**src/rtl/alu_result_uart_tx.sv**
```systemverilog
// Buffers ALU result bytes in a small FIFO and sends each one as an 8N1 UART frame.
// tx comes straight from a flop, and reset drives it high asynchronously.
module alu_result_uart_tx #(
  parameter int CLKS_PER_BIT = 4,
  parameter int DEPTH        = 4
) (
  input  logic       clk,
  input  logic       rst,
  input  logic [7:0] res_data,
  input  logic       res_valid,
  output logic       res_ready,
  output logic       tx,
  output logic       busy,
  output logic       overflow
);

  localparam int PW = (DEPTH > 1) ? $clog2(DEPTH) : 1;
  localparam int CW = PW + 1;
  localparam int BW = (CLKS_PER_BIT > 1) ? $clog2(CLKS_PER_BIT) : 1;
  localparam logic [BW-1:0] BAUD_LAST  = BW'(CLKS_PER_BIT - 1);
  localparam logic [CW-1:0] FULL_COUNT = CW'(DEPTH);

  typedef enum logic [1:0] {IDLE, START, DATA, STOP} state_t;

  state_t        state, state_nxt;
  logic [BW-1:0] baud, baud_nxt;
  logic [2:0]    bit_idx, bit_idx_nxt;
  logic [7:0]    shift, shift_nxt;
  logic          tx_reg, tx_nxt;
  logic          pop;
  logic          baud_done;

  logic [7:0]    mem [DEPTH];
  logic [PW-1:0] wr_ptr, rd_ptr;
  logic [CW-1:0] count;
  logic          full, empty, push;

  assign full      = (count == FULL_COUNT);
  assign empty     = (count == '0);
  assign res_ready = !full;
  assign push      = res_valid && !full;
  assign tx        = tx_reg;
  assign busy      = (state != IDLE) || !empty;
  assign baud_done = (baud == BAUD_LAST);

  always_ff @(posedge clk) begin
    if (push) mem[wr_ptr] <= res_data;
  end

  // Pointers wrap naturally because DEPTH is a power of two.
  always_ff @(posedge clk or posedge rst) begin
    if (rst) begin
      wr_ptr   <= '0;
      rd_ptr   <= '0;
      count    <= '0;
      overflow <= 1'b0;
    end else begin
      if (push) wr_ptr <= wr_ptr + PW'(1);
      if (pop)  rd_ptr <= rd_ptr + PW'(1);
      case ({push, pop})
        2'b10:   count <= count + CW'(1);
        2'b01:   count <= count - CW'(1);
        default: count <= count;
      endcase
      if (res_valid && full) overflow <= 1'b1;
    end
  end

  always_ff @(posedge clk or posedge rst) begin
    if (rst) begin
      state   <= IDLE;
      baud    <= '0;
      bit_idx <= '0;
      shift   <= '0;
      tx_reg  <= 1'b1;
    end else begin
      state   <= state_nxt;
      baud    <= baud_nxt;
      bit_idx <= bit_idx_nxt;
      shift   <= shift_nxt;
      tx_reg  <= tx_nxt;
    end
  end

  always_comb begin
    state_nxt   = state;
    baud_nxt    = baud;
    bit_idx_nxt = bit_idx;
    shift_nxt   = shift;
    tx_nxt      = tx_reg;
    pop         = 1'b0;
    case (state)
      IDLE: begin
        tx_nxt = 1'b1;
        if (!empty) begin
          pop       = 1'b1;
          shift_nxt = mem[rd_ptr];
          state_nxt = START;
          tx_nxt    = 1'b0;
          baud_nxt  = '0;
        end
      end
      START: begin
        if (baud_done) begin
          state_nxt   = DATA;
          bit_idx_nxt = '0;
          tx_nxt      = shift[0];
          baud_nxt    = '0;
        end else begin
          baud_nxt = baud + BW'(1);
        end
      end
      DATA: begin
        if (baud_done) begin
          baud_nxt = '0;
          if (bit_idx == 3'd7) begin
            state_nxt = STOP;
            tx_nxt    = 1'b1;
          end else begin
            shift_nxt   = shift >> 1;
            tx_nxt      = shift[1];
            bit_idx_nxt = bit_idx + 3'd1;
          end
        end else begin
          baud_nxt = baud + BW'(1);
        end
      end
      STOP: begin
        if (baud_done) begin
          baud_nxt = '0;
          // A waiting byte starts its frame right away, with no idle bit.
          if (!empty) begin
            pop       = 1'b1;
            shift_nxt = mem[rd_ptr];
            state_nxt = START;
            tx_nxt    = 1'b0;
          end else begin
            state_nxt = IDLE;
            tx_nxt    = 1'b1;
          end
        end else begin
          baud_nxt = baud + BW'(1);
        end
      end
      default: begin
        state_nxt = IDLE;
        tx_nxt    = 1'b1;
      end
    endcase
  end

endmodule

```
**config.mk**
```make
export PLATFORM = sky130hd
export DESIGN_NAME = alu_result_uart_tx
export DESIGN_NICKNAME = d
export VERILOG_FILES = /design/src/rtl/alu_result_uart_tx.sv
export SDC_FILE = /design/constraint.sdc
export NUM_CORES = 1
export LEC_CHECK = 0
export ABC_AREA = 1
export BUFFER_PORTS_ARGS = -buffer_cell sky130_fd_sc_hd__buf_2
export CORE_MARGIN = 10
export CORE_UTILIZATION = 60
export DETAILED_ROUTE_END_ITERATION = 7
export GPL_TIMING_DRIVEN = 0
export PLACE_DENSITY = 0.8
export RECOVER_POWER = 50
export SLEW_MARGIN = 20
export SYNTH_ARGS = -nofsm -noshare
export SYNTH_HDL_FRONTEND = slang
export SYNTH_SLANG_ARGS = --single-unit
```
**constraint.sdc**
```tcl
create_clock -name clk -period 4.36 [get_ports clk]
set_clock_uncertainty 0.2 [all_clocks]
set_input_delay 0.436 -clock clk [delete_from_list [all_inputs] [get_ports clk]]
set_output_delay 0.436 -clock clk [all_outputs]
set_load 0.03 [all_outputs]
```
==> flow_metrics.py, run 1 <==
metrics = {
    "run_status": {
        "status": "completed",
    },
    "power": {
        "power_mw": 2.14,
        "leakage_nw": 1.36,
        "vdd_drop_max_uv": 329,
        "powerDensity_nw_per_um2": 735,
    },
    "timing": {
        "slew_headroom_pct": 38.2,
        "period_needed_ns": 2.57,
        "drv_slew": 0,
        "fin_tns_setup_ns": 0,
        "min_period_over_period_pct": 59.0,
        "tightest_slew_ns": 0.925,
        "setup_viol": 0,
        "fmax_mhz": 389,
        "rsz0062_at_grt": "no",
        "hold_viol": 0,
    },
    "drt": {
        "drt-initial-drc-count": 71,
        "vias": 1822,
        "ant_nets": 0,
        "drc": 0,
        "drt-total-wl_um": 4660,
        "first_pass_iters": 4,
        "routed_via_density": 5.22,
        "wl_per_cell_um": 13.3,
    },
    "clock_tree": {
        "cts_hold_buffers": 0,
        "cts_tree": "done",
        "numCtsBuffers": 5,
        "clk_latency_ns": 0.31,
        "cts_root_buf": "clkbuf_8",
        "cts.sinks": 56,
        "h-tree-depth": 2,
        "cts.clk_slew.worst_paths_ns": 0.10,
        "post_cts_buffers": 0,
        "ctsLongestPathBuffers": 2,
        "cts-resized-gates": 0,
    },
    "setup_path": {
        "critPathArrivalTime_ns": 2.57,
        "rr_worst_depth": 11,
        "crit_path_max_fanout": 6,
        "crit_type": "reg2reg",
        "startpoint_type": "register",
        "worstPathRequired_ns": 4.35,
        "endpoint_kind": "register",
    },
    "die": {
        "dieHeight_um": 87.1,
        "core_um2": 4350,
        "die_area_um2": 7580,
        "die_w_um": 87.1,
        "io_pins": 15,
        "initial_core_util_pct": 62.0,
        "rows": 24,
    },
    "final_layout": {
        "fin_util_pct": 66.7,
        "synthToLayoutAreaGrowth_pct": 7.60,
        "fillers": 343,
        "nets": 322,
        "final_area_um2": 2910,
        "largest_register": "mem",
        "largest_reg_flops": 32,
        "diodes": 0,
        "drive_gt1_share_pct": 13.1,
        "reg_top3": "mem: 32 flops, shift: 8 flops",
    },
    "placed_design": {
        "io_buffer_count": 14,
        "dpl_cell_area_um2": 2840,
        "globalplace.congestion": 0.751,
        "dp_hpwl_um": 3240,
    },
    "logic_synthesis": {
        "syn_inst": 275,
        "syn_avg_cell_area_um2": 9.82,
        "seq_area_frac_synth_pct": 57.9,
        "yosys_warnings": 0,
        "synth-seq-cells": 56,
        "synth_cell_types": 27,
        "synth_nets": 301,
        "synth_area_um2": 2700,
    },
    "global_route": {
        "antenna_found_initial": 0,
        "grt_max_degree": 25,
        "grt_pass1_vias": 1826,
        "grt-ovfl-total": 0,
        "grt_pass1_wl_um": 8080,
        "grt.total_usage_pct": 13.3,
    },
    "run": {
        "cap_violations": 0,
    },
    "min_path": {
        "hp-class": "in2async",
    },
}
cell usage after synthesis:
cell type / instances / area [µm²]
nand2_1: 74 / 278
inv_1: 40 / 150
edfxtp_1: 32 / 961
nand3_1: 32 / 160
dfrtp_1: 23 / 576
ha_1: 14 / 175
nor2_1: 9 / 33.8
o21ai_1: 7 / 35.0
inv_2: 6 / 22.5
buf_2: 5 / 25.0
a21oi_1: 4 / 20.0
or2_2: 4 / 25.0
nand3_2: 3 / 30.0
nor2_2: 3 / 18.8
xor2_1: 3 / 26.3
nand4_1: 2 / 12.5
nor2_4: 2 / 22.5
o211ai_1: 2 / 15.0
o21ai_0: 2 / 10.0
a31o_2: 1 / 8.76
buf_6: 1 / 11.3
dfstp_2: 1 / 26.3
fa_1: 1 / 20.0
mux2i_1: 1 / 10.0
nand2_2: 1 / 6.26
nor3b_2: 1 / 12.5
xnor2_1: 1 / 8.76
power by group:
part / total, mW / internal (mW) / switching (mW)
Combinational: 1.01 / 0.359 / 0.655
Sequential: 0.835 / 0.748 / 0.0874
Clock: 0.288 / 0.116 / 0.172
Total: 2.14 / 1.22 / 0.914
worst paths after layout:
path | from | slack [ns] | endpoint
max | state[0]$_DFFE_PP0P_ | 1.79 | count[2]$_DFFE_PP0P_
min | rst | 0.12 | overflow$_DFFE_PP0P_
max reg2reg | state[0]$_DFFE_PP0P_ | 1.79 | count[2]$_DFFE_PP0P_
min reg2reg | tx$_DFFE_PP1P_ | 0.27 | tx$_DFFE_PP1P_
max in group asynchronous | rst | 3.27 | shift[5]$_DFFE_PP0P_
min in group clk | res_data[4] | 0.17 | mem[3][4]$_DFFE_PP_
per-layer routing:
layer,share of wire [%],wire (µm),GRT usage (%)
met5,0,0,0
met3,4.5,209,2.90
met1,44,2040,16.4
met2,51,2360,22.7
met4,1.1,50,3.83
per-stage QoR:
stage	setup slack [ns]	instances	hold WS (ns)
final	1.79	349	0.117
after floorplan	2.02	275	0.241
after global placement	1.88	341	0.246
after detailed placement	1.80	341	0.255
after CTS	1.79	349	0.125
after global routing	1.54	349	0.176
kinds of logic (layout without fill, tap and decap cells):
kind of cell | Yosys count | in the layout | synth area share, %
simple gates | 131 | 131 | 22.2
flops | 56 | 56 | 57.9
buf+inv | 52 | 74 | 7.74
compound gates | 16 | 16 | 3.29
fa+ha+maj | 15 | 15 | 7.23
xor+xnor | 4 | 4 | 1.30
mux | 1 | 1 | 0.371
final cells by class:
class	count	area (µm²)	area share [%]
Inverter	46	173	5.94
Sequential cell	56	1560	53.8
Multi-Input combinational cell	167	918	31.6
Timing Repair Buffer	14	60.1	2.07
Buffer	6	36.3	1.25
Tap cell	52	65.1	2.24
Clock inverter	3	21.3	0.732
Clock buffer	5	68.8	2.37
critical path, stage by stage (launching register included):
cell,delay [ns]
dfrtp_1,0.46
inv_1,0.12
ha_1,0.32
inv_1,0.08
nand2_1,0.10
nor2_4,0.15
ha_1,0.17
inv_1,0.07
fa_1,0.38
a21oi_1,0.14
o21ai_0,0.12
xor2_1,0.16
placed cells by master (no fill, tap or decap), types with 2 or more instances in the layout:
cell / n
o21ai_1: 7
clkbuf_1: 8
nand3_1: 32
nor2_1: 10
nand2_1: 75
inv_6: 2
clkbuf_8: 5
or2_2: 4
o211ai_1: 2
nand3_2: 3
o21ai_0: 2
inv_1: 40
buf_2: 11
ha_1: 14
nor2_2: 3
a21oi_1: 4
xor2_1: 3
edfxtp_1: 32
inv_2: 6
nand4_1: 2
dfrtp_1: 23
No activity file was read; power rests on OpenSTA's default activity.
==> run 2: changes to the inputs <==
- clock period: 4.36 -> 2.6 ns (I/O delays scaled with it)
==> flow_metrics.py, run 2 (same netlist as run 1, synthesis figures left out) <==
metrics = {
    "timing": {
        "rsz0062_at_grt": "no",
        "tightest_slew_ns": 0.907,
        "min_period_over_period_pct": 93.5,
        "period_needed_ns": 2.43,
        "setup_viol": 0,
        "slew_headroom_pct": 39.5,
        "drv_slew": 0,
        "fmax_mhz": 412,
        "holdWs_ns": 0.00472,
        "fin_tns_setup_ns": 0,
        "hold_viol": 0,
    },
    "die": {
        "die_w_um": 87.1,
        "core_um2": 4350,
        "die_area_um2": 7580,
        "initial_core_util_pct": 62.0,
        "rows": 24,
        "dieHeight_um": 87.1,
        "io_pins": 15,
    },
    "setup_path": {
        "timing.rr.start": "state[0]$_DFFE_PP0P_",
        "critPathArrivalTime_ns": 2.43,
        "crit_path_max_fanout": 4,
        "critPathLaunch": "state[0]$_DFFE_PP0P_",
        "worstPathRequired_ns": 2.60,
        "crit_type": "reg2reg",
        "endpoint_kind": "register",
        "startpoint_type": "register",
    },
    "final_layout": {
        "diodes": 0,
        "mostFrequentLayoutCells": "nand2_1 (75), inv_1 (38), nand3_1 (33)",
        "multi_input_area_um2": 921,
        "synthToLayoutAreaGrowth_pct": 11.8,
        "largest_reg_flops": 32,
        "reg_top3": "mem: 32 flops, shift: 8 flops",
        "final_common_cell": "nand2_1",
        "nets": 334,
        "fillers": 338,
        "drive_gt1_share_pct": 13.9,
        "seq_area_um2": 1560,
        "largest_register": "mem",
    },
    "power": {
        "vdd_drop_max_uv": 573,
        "leakage_nw": 1.41,
        "powerDensity_nw_per_um2": 1210,
    },
    "clock_tree": {
        "cts.sinks": 56,
        "ctsLongestPathBuffers": 2,
        "numCtsBuffers": 5,
        "cts_root_buf": "clkbuf_8",
        "cts.clk_slew.worst_paths_ns": 0.10,
        "h-tree-depth": 2,
        "cts_tree": "done",
        "clk_latency_ns": 0.31,
    },
    "placed_design": {
        "io_buffer_count": 14,
        "dp_hpwl_um": 3240,
        "globalplace.congestion": 0.751,
    },
    "drt": {
        "drt-total-wl_um": 4940,
        "first_pass_iters": 4,
        "wl_per_cell_um": 13.7,
        "routed_via_density": 5.20,
        "drc": 0,
        "drt-initial-drc-count": 93,
        "ant_nets": 0,
        "vias": 1879,
    },
    "global_route": {
        "antenna_found_initial": 0,
        "grt_pass1_vias": 1863,
        "grt_pass1_wl_um": 8390,
        "grt-ovfl-total": 0,
        "grt_max_degree": 25,
        "grt.total_usage_pct": 13.9,
    },
    "run_status": {
        "status": "completed",
    },
    "min_path": {
        "hp-class": "in2reg",
        "holdCritStartpoint": "res_valid",
    },
    "run": {
        "cap_violations": 0,
    },
}
## run 2: cell types whose count changed in the layout (fill, tap and decap cells not counted), sizes merged
cell | before | now
clkbuf | 13 | 15
buf | 12 | 13
dlygate4sd3 | 0 | 9
## run 2: worst max-delay path: stages, from the launching register on
cell     delay [ns]
dfrtp_2        0.41
inv_2          0.06
ha_1           0.31
inv_1          0.08
nand2_1        0.10
nor2_4         0.16
ha_1           0.16
inv_1          0.07
fa_1           0.38
a21oi_1        0.15
o21ai_1        0.09
xor2_1         0.15
## run 2: path summary, 6_finish.rpt
kind,endpoint,slack (ns),cells after the start
max in group asynchronous,state[0]$_DFFE_PP0P_,1.11,3
worst min register to register,tx$_DFFE_PP1P_,0.27,2
min in group asynchronous,wr_ptr[1]$_DFFE_PP0P_,0.48,3
worst min-delay path,overflow$_DFFE_PP0P_,0.005,2
worst max-delay path,count[2]$_DFFE_PP0P_,0.17,11
worst max register to register,count[2]$_DFFE_PP0P_,0.17,11
## run 2: what timing repair did
item                                    in CTS  in global routing
buffers inserted                             0                  3
hold buffers                                 9                  0
resized for setup                            0                  4
hold endpoints to repair                    55                  0
endpoints found under the setup margin       0                  1
## run 2: area by class of cell
class | count | area share (%)
Clock inverter | 3 | 0.705
Tap cell | 52 | 2.15
Timing Repair Buffer | 26 | 5.64
Buffer | 6 | 1.20
Multi-Input combinational cell | 167 | 30.5
Inverter | 46 | 5.72
Clock buffer | 5 | 2.28
Sequential cell | 56 | 51.8
## run 2: per-stage QoR
stage / setup WS (ns) / util (%) / instances / total power, mW / instance area [µm²]
floorplan: 0.258 / - / 275 / 2.75 / 2700
global placement: 0.118 / 65.1 / 341 / 3.08 / 2840
detailed placement: 0.0427 / 65.1 / 341 / 3.13 / 2840
CTS: 0.0280 / 69.3 / 358 / 3.63 / 3020
global route: 0.0144 / 69.3 / 361 / 4.02 / 3020
finish: 0.170 / 69.3 / 361 / 3.66 / 3020
## run 2: where the power goes
part	internal (mW)	total, mW	switching, mW	leakage [nW]
clock	0.194	0.482	0.288	0.0466
sequential	1.26	1.41	0.152	0.570
combinational	0.645	1.77	1.12	0.789
total	2.09	3.66	1.56	1.41
## run 2: per-layer routing
metal	global-route usage, %	share of wire (%)
met5	0	0
met4	4.12	1.6
met3	3.18	3.2
met2	23.7	52
met1	17.0	43
==> run 3: changes to the inputs <==
- MAX_ROUTING_LAYER: default -> met4
- clock period: 2.6 -> 2.82 ns (I/O delays scaled with it)
==> flow_metrics.py, run 3 (same netlist as run 1, synthesis figures left out) <==
metrics = {
    "run_status": {
        "status": "completed",
    },
    "die": {
        "dieHeight_um": 87.1,
        "die_w_um": 87.1,
        "io_pins": 15,
        "core_um2": 4350,
        "rows": 24,
        "initial_core_util_pct": 62.0,
        "die_area_um2": 7580,
    },
    "setup_path": {
        "worst_r2r_endpoint": "count[2]$_DFFE_PP0P_",
        "slowest_delay_ns": 0.45,
        "crit_chain": "inv_1, ha_1, inv_1, nand2_1, nor2_4, ha_1, inv_1, fa_1, a21oi_1, o21ai_0, xor2_1",
        "endpoint_kind": "register",
        "timing.rr.start": "state[0]$_DFFE_PP0P_",
        "critPathArrivalTime_ns": 2.56,
        "worstPathRequired_ns": 2.81,
        "cp_num_buf_inv": 3,
        "critPathSlowestCell": "dfrtp_1",
        "reg2reg_slack_ns": 0.25,
        "startpoint_type": "register",
        "crit_top_cell": "inv_1",
        "crit_type": "reg2reg",
        "rr_worst_depth": 11,
        "path_delay_family": "adder cells",
        "crit_path_max_fanout": 6,
    },
    "drt": {
        "routed_via_density": 5.18,
        "first_pass_iters": 4,
        "drt-initial-drc-count": 91,
        "ant_nets": 0,
        "vias": 1853,
        "drt-total-wl_um": 4850,
        "drc": 0,
        "wl_per_cell_um": 13.6,
    },
    "final_layout": {
        "synthToLayoutAreaGrowth_pct": 10.8,
        "drive_gt1_share_pct": 12.1,
        "mostFrequentLayoutCells": "nand2_1 (74), inv_1 (40), nand3_1 (33)",
        "diodes": 0,
        "stdcell_count": 358,
        "final_common_cell": "nand2_1",
        "reg_top3": "mem: 32 flops, shift: 8 flops",
        "largest_register": "mem",
        "nets": 331,
        "largest_reg_flops": 32,
    },
    "global_route": {
        "antenna_found_initial": 0,
        "grt.total_usage_pct": 14.3,
        "grt_max_degree": 25,
        "grt_pass1_vias": 1861,
        "grt_pass1_wl_um": 8370,
        "grt-ovfl-total": 0,
    },
    "power": {
        "combPwrFrac_pct": 47.6,
        "clkPwrFrac_pct": 13.4,
        "vdd_drop_max_uv": 531,
        "swShare_pct": 42.7,
        "leakage_nw": 1.39,
        "p_int_mw": 1.89,
        "power_mw": 3.31,
        "powerDensity_nw_per_um2": 1110,
        "seqPwrFrac_pct": 39.1,
        "p_sw_mw": 1.41,
    },
    "run": {
        "cap_violations": 0,
    },
    "clock_tree": {
        "post_cts_buffers": 0,
        "cts.clk_slew.worst_paths_ns": 0.10,
        "numCtsBuffers": 5,
        "cts-resized-gates": 0,
        "clk_latency_ns": 0.31,
        "h-tree-depth": 2,
        "cts_tree": "done",
        "ctsLongestPathBuffers": 2,
        "cts.sinks": 56,
        "cts_root_buf": "clkbuf_8",
    },
    "placed_design": {
        "dp.cells": 341,
        "pre_cts_ws_ns": 0.263,
        "dp_hpwl_um": 3240,
        "io_buffer_count": 14,
        "globalplace.congestion": 0.761,
    },
    "timing": {
        "fmax_mhz": 389,
        "rsz0062_at_grt": "no",
        "period_needed_ns": 2.57,
        "drv_slew": 0,
        "min_period_over_period_pct": 91.3,
        "setup_viol": 0,
        "tightest_slew_ns": 0.913,
        "slew_headroom_pct": 39.1,
        "fin_tns_setup_ns": 0,
        "final.setup.worst_slack_ns": 0.247,
        "hold_viol": 0,
    },
    "min_path": {
        "hold_end": "overflow$_DFFE_PP0P_",
        "hp-class": "in2reg",
        "worstHoldPathCells": 2,
        "holdCritStartpoint": "res_valid",
    },
}
-- run 3: changes by cell type in the layout (fill, tap and decap cells not counted) --
cell	before	now
buf_4	3	0
dfrtp_1	22	23
dfrtp_2	1	0
inv_1	38	40
inv_2	8	6
nand2_1	75	74
nand2_2	0	1
nor2_1	9	10
nor2_4	2	1
o21ai_0	1	3
o21ai_1	8	6
-- run 3: repair_timing --
| action | 4_1_cts | 5_1_grt |
|---|---|---|
| hold buffers | 9 | 0 |
| endpoints found under the hold margin | 55 | 0 |
| endpoints found under the setup margin | 0 | 0 |
-- run 3: power by group through the flow --
stage | combinational (mW) | sequential [mW] | clock (mW)
global route | 1.85 | 1.32 | 0.484
CTS | 1.59 | 1.30 | 0.455
detailed placement | 1.57 | 1.31 | 0
finish | 1.57 | 1.29 | 0.442
global placement | 1.53 | 1.30 | 0
floorplan | 1.23 | 1.30 | 0
-- run 3: per-layer routing --
layer  routed length, µm  share of wire [%]  vias up  global-route usage (%)
met5                   0                  0        -                       -
met4                  80                1.6        0                    4.12
met3                 167                3.4       10                    3.18
met2                2480                 51       32                    23.6
met1                2130                 44      867                    17.0
li1                    -                  -      944                       -
-- run 3: cell type report --
class,count,area [µm²]
Tap cell,52,65.1
Timing Repair Buffer,23,148
Buffer,6,36.3
Multi-Input combinational cell,167,916
Fill cell,339,1360
Sequential cell,56,1560
Inverter,46,173
Clock inverter,3,21.3
Clock buffer,5,68.8
-- run 3: worst max-delay path by stage --
| stage | startpoint | end | slack, ns | depth (start not counted) |
|---|---|---|---|---|
| 6_report | state[0]$_DFFE_PP0P_ | count[2]$_DFFE_PP0P_ | 0.25 | 11 |
| 5_1_grt | state[0]$_DFFE_PP0P_ | count[2]$_DFFE_PP0P_ | 0.06 | 11 |
| 4_1_cts | state[0]$_DFFE_PP0P_ | count[2]$_DFFE_PP0P_ | 0.25 | 11 |
| 3_5_place_dp | state[0]$_DFFE_PP0P_ | count[2]$_DFFE_PP0P_ | 0.26 | 11 |
| 3_3_place_gp | state[0]$_DFFE_PP0P_ | count[2]$_DFFE_PP0P_ | 0.34 | 11 |
| 2_1_floorplan | state[0]$_DFFE_PP0P_ | count[2]$_DFFE_PP0P_ | 0.48 | 11 |
-- run 3: per-stage QoR --
step	area [µm²]	util, %	hold slack (ns)
CTS	3020	69.3	0.0325
global route	2990	68.7	0.0382
finish	2990	68.7	0.0403
detailed placement	2840	65.1	0.255
global placement	2840	65.1	0.246
floorplan	2700	-	0.0959
